==> config.mk <==
export PLATFORM = sky130hd
export DESIGN_NAME = fifo_bus_sched
export DESIGN_NICKNAME = d
export VERILOG_FILES = /design/src/rtl/fifo_bus_sched_pkg.sv /design/src/rtl/fifo_bus_sched.sv
export SDC_FILE = /design/constraint.sdc
export NUM_CORES = 1
export LEC_CHECK = 0
export BUFFER_PORTS_ARGS = -buffer_cell sky130_fd_sc_hd__buf_2
export CAP_MARGIN = 30
export CORE_AREA = 2 2 39 41
export CTS_CLUSTER_DIAMETER = 200
export DETAILED_ROUTE_END_ITERATION = 8
export DIE_AREA = 0 0 41 43
export GPL_ROUTABILITY_DRIVEN = 0
export PLACE_DENSITY = 0.84
export SLEW_MARGIN = 20
export SYNTH_ARGS = -nofsm -noshare
export SYNTH_HDL_FRONTEND = slang
export SYNTH_SLANG_ARGS = --single-unit
export TNS_END_PERCENT = 10
==> constraint.sdc <==
create_clock -name clk -period 3.74 [get_ports clk]
set_input_delay 0.374 -clock clk [delete_from_list [all_inputs] [get_ports clk]]
set_output_delay 0.374 -clock clk [all_outputs]
set_load 0.02 [all_outputs]
==> src/rtl/fifo_bus_sched_pkg.sv <==
// Shared encodings and sizing helpers for the half-duplex FIFO bus scheduler.
package fifo_bus_sched_pkg;

  typedef enum logic [1:0] {
    ST_IDLE  = 2'd0,
    ST_WRITE = 2'd1,
    ST_READ  = 2'd2,
    ST_TURN  = 2'd3
  } state_t;

  typedef enum logic {
    DIR_WRITE = 1'b0,
    DIR_READ  = 1'b1
  } dir_t;

  // Bits needed to hold the values 0..n-1 (never less than one bit).
  function automatic int get_width(input int n);
    return (n <= 2) ? 1 : $clog2(n);
  endfunction

  function automatic int max_int(input int a, input int b);
    return (a > b) ? a : b;
  endfunction

  function automatic dir_t flip_dir(input dir_t d);
    return (d == DIR_WRITE) ? DIR_READ : DIR_WRITE;
  endfunction

  function automatic state_t dir_state(input dir_t d);
    return (d == DIR_WRITE) ? ST_WRITE : ST_READ;
  endfunction

endpackage

==> src/rtl/fifo_bus_sched.sv <==
// Grants a shared half-duplex FIFO data bus to a producer or consumer in bounded
// bursts, inserting a turnaround gap on every direction change.
module fifo_bus_sched
  import fifo_bus_sched_pkg::*;
#(
  parameter int BURST_LEN   = 4,
  parameter int TURN_CYCLES = 1,
  parameter int CNT_WIDTH   = get_width(max_int(BURST_LEN, TURN_CYCLES))
) (
  input  logic                 clk,
  input  logic                 rst,
  input  logic                 wr_req,
  input  logic                 rd_req,
  input  logic                 full,
  input  logic                 empty,
  output logic                 en_write,
  output logic                 en_read,
  output logic                 wr_gnt,
  output logic                 rd_gnt,
  output logic                 turn,
  output logic [CNT_WIDTH-1:0] beat_cnt
);

  localparam logic [CNT_WIDTH-1:0] BURST_LAST = CNT_WIDTH'(BURST_LEN - 1);
  localparam logic [CNT_WIDTH-1:0] TURN_LAST  = CNT_WIDTH'(TURN_CYCLES - 1);

  state_t               state;
  dir_t                 target;
  dir_t                 last_dir;
  dir_t                 pick;
  dir_t                 cur_dir;
  logic                 dir_valid;
  logic [CNT_WIDTH-1:0] cnt;

  logic wr_ok, rd_ok, own_ok, other_ok, burst_end;

  assign wr_ok = wr_req & ~full;
  assign rd_ok = rd_req & ~empty;

  // Strobes gate on the flags in the same cycle, so the FIFO can never over/underflow.
  assign en_write = (state == ST_WRITE) & wr_ok;
  assign en_read  = (state == ST_READ)  & rd_ok;
  assign wr_gnt   = (state == ST_WRITE);
  assign rd_gnt   = (state == ST_READ);
  assign turn     = (state == ST_TURN);
  assign beat_cnt = cnt;

  // WRITE and READ share one burst engine; these views are only meaningful there.
  assign cur_dir   = (state == ST_READ) ? DIR_READ : DIR_WRITE;
  assign own_ok    = (state == ST_READ) ? rd_ok : wr_ok;
  assign other_ok  = (state == ST_READ) ? wr_ok : rd_ok;
  assign burst_end = ~own_ok | (cnt == BURST_LAST);

  always_comb begin
    pick = DIR_WRITE;
    if (wr_ok && rd_ok)
      pick = dir_valid ? flip_dir(last_dir) : DIR_WRITE;
    else if (rd_ok)
      pick = DIR_READ;
  end

  always_ff @(posedge clk or negedge rst) begin
    if (!rst) begin
      state     <= ST_IDLE;
      target    <= DIR_WRITE;
      last_dir  <= DIR_WRITE;
      dir_valid <= 1'b0;
      cnt       <= '0;
    end else begin
      case (state)
        ST_IDLE: begin
          if (wr_ok || rd_ok) begin
            cnt <= '0;
            if (!dir_valid || pick == last_dir) begin
              state <= dir_state(pick);
            end else begin
              state  <= ST_TURN;
              target <= pick;
            end
          end
        end

        ST_WRITE, ST_READ: begin
          if (burst_end) begin
            // last_dir is only trustworthy once a burst has ended, so validate it here
            // too; otherwise a later idle->opposite grant would skip the turnaround.
            cnt       <= '0;
            last_dir  <= cur_dir;
            dir_valid <= 1'b1;
            if (other_ok) begin
              state  <= ST_TURN;
              target <= flip_dir(cur_dir);
            end else if (!own_ok) begin
              state <= ST_IDLE;
            end
          end else begin
            cnt <= cnt + 1'b1;
          end
        end

        ST_TURN: begin
          if (cnt == TURN_LAST) begin
            state     <= dir_state(target);
            cnt       <= '0;
            dir_valid <= 1'b1;
          end else begin
            cnt <= cnt + 1'b1;
          end
        end

        default: state <= ST_IDLE;
      endcase
    end
  end

endmodule

==> metrics <==
outcome=completed; final worst slack=1828 ps; FILL cells=132; CP startpoint=state[0]; Crit-path slowest cell=dfrtp_1; setup violators final=0; Placed Cells=100; Final nets=103; die area=1763 sq um; Mapped Area=658.1 sq um; Power Dens Cells=784.4 nW/um^2; Post-CTS Setup Repair Bufs=0; WL/cell=14.15 microns; startpoint types=register; Synth Instances=73; post-synthesis sequential area ratio=26.62%; number of synthesized flops with an enable pin=0; top_reg_cell synth=dfrtp_1; detailed placer's ending HPWL=1.082 mm; Critical Path Max Stage Delay=420 ps; yosys warns=0; CTS H-tree lvls=1; Post-CTS Resized=0; setup TNS=0 ps; crit path capture type=primary output; port bufs=12; RR Startpoint=state[0]; Worst EP arrival=1540 ps; DIE WIDTH=41 microns; Area growth syn-to-layout=16.92%; DR iter-0 viols=13; max-cap violations=0; # rows=14; Starting Density=47.56%; pre-CTS setup slack=1949 ps; Slew Limit Fails=0; worst path required time=3370 ps; crit path time final=1912 ps; via count=604; post-detailed-route count of antenna-violating nets=0; unrepaired setup endpoints after global routing=no; Max IR drop VDD=0.0003285 V; Syn Nets=86; f_max=523.1 MHz; Pleak=0.3813 nW; worst-path cell chain=inv_1 -> ha_1 -> nand3b_1 -> inv_2 -> buf_2; Post-synth ARST share=100.0%; Clock transition at path regs=60 ps; Total Routing Usage GR=21.80%; grt ovf=0; core footprint=1384 sq um; Worst slew margin=72.50%; Pwr Total=0.6036 mW; synth unique cells=34; worst-case clock buffer depth=2; # IOs=13; Die Y=43 microns; CTS tree=yes; drc violations=0; via-per-instance ratio=5.752; clk_skew=7.491 ps; CTS Buf Count=3; Final Non-Filler Cells=105; slew of the pin with the lowest slew margin=407.4 ps; # diodes=0; clk sinks=7; first-pass GRT wire length=2.525 mm; layout cells sized above 1=30.34%; clk root buf=clkbuf_4; WL final=1.486 mm; Final Cycle Share=51.11%; worst-path fanout max=10; final hold vios=0; crit path kind=reg2out; Mean Syn Cell Area=9.015 sq um; synthesized flop and latch total=7; Pre-antenna DRT Iters=5; vias in the first global route=605; Hold Crit Class=in2async; clock latency on the worst-skew pair=260 ps; initial antenna violation count=0; largest net degree at the start of global routing=11
final cells by class:
| cell class | instances | area [sq um] | area share, % |
|---|---|---|---|
| inverters | 7 | 26.28 | 3.415 |
| flip-flops and latches | 7 | 175.2 | 22.76 |
| clock buffers | 4 | 26.28 | 3.415 |
| multi-input cells | 58 | 451.7 | 58.70 |
| repair buffers | 13 | 70.07 | 9.106 |
| well taps | 16 | 20.02 | 2.602 |
layout by cell type, fill, tap and decap left out, types with 2 or more instances in the layout:
master    netlist  routed
a21oi_1         6       6
buf_2           1      12
clkbuf_4        0       3
dfrtp_1         7       7
ha_1            7       7
inv_1           6       6
mux2_2          2       2
mux2i_1         2       2
nand2_1         5       5
nand2b_1        4       4
nand3b_1        2       2
nor2_1          4       4
o21ai_0         4       4
o22ai_1         2       2
worst max-delay path, delay by kind of cell, from the launching register on:
kind	cells	cell delay, ps
flops	1	420
simple gates	1	130
fa+ha+maj	1	360
buf+inv	3	380
per-stage QoR:
step                      instance area, sq um  hold WS, ps  util [%]
final                                    769.5        474.3     55.61
after global routing                     769.5        507.7     55.61
after detailed placement                 733.2        220.8     52.98
after global placement                   733.2        219.8     52.98
after CTS                                769.5        477.4     55.61
after floorplan                          658.1        78.41         -
routing by layer:
layer,global-route usage (%),share of wire [%]
met4,14.67,2.9
met3,6.283,4.5
met2,32.50,51
met1,25.49,42
met5,0,0
flip-flops by register name, indices dropped and copies added, names as in the netlist:
| name | flops |
|---|---|
| beat_cnt | 2 |
| state | 2 |
| dir_valid | 1 |
| last_dir | 1 |
| target | 1 |
cells in the mapped netlist (all sizes together) (2+ instances only):
cell type,count,share of area [%]
dfrtp,7,27
ha,7,13
inv,7,4.0
o21ai,7,7.6
a21oi,6,4.6
nand2,5,2.9
nand2b,5,5.1
nor2,4,2.3
mux2,3,5.7
mux2i,2,3.0
nand3b,2,2.3
nor2b,2,3.0
nor3,2,2.3
o22ai,2,1.9
power by group:
group	internal, mW	total, mW	switching [mW]
sequential	0.105	0.136	0.0310
combinational	0.175	0.396	0.221
clock	0.0409	0.0713	0.0304
final timing paths:
check,end,slack (ps),cells after the start
max,en_read,1830,5
min,last_dir,470,2
max reg2reg,state[0],1930,6
min reg2reg,target,570,2
max in group asynchronous,state[1],3090,2
min in group clk,target,570,2
timing repair:
item | in CTS | in global routing
endpoints found under the setup margin | 0 | 0
hold buffers | 1 | 0
hold endpoints to repair | 7 | 0
cell families (layout without fill, tap and decap cells):
family / after synthesis / after routing / synth area share [%]
flip-flops: 7 / 7 / 26.62
AO/OA/AOI/OAI: 22 / 22 / 23.20
AND/OR/NAND/NOR: 24 / 24 / 23.38
buffers and inverters: 8 / 24 / 4.751
multiplexers: 5 / 5 / 8.744
adder cells (fa/ha/maj): 7 / 7 / 13.31
Note: power is estimated with default switching activity, not from simulation.
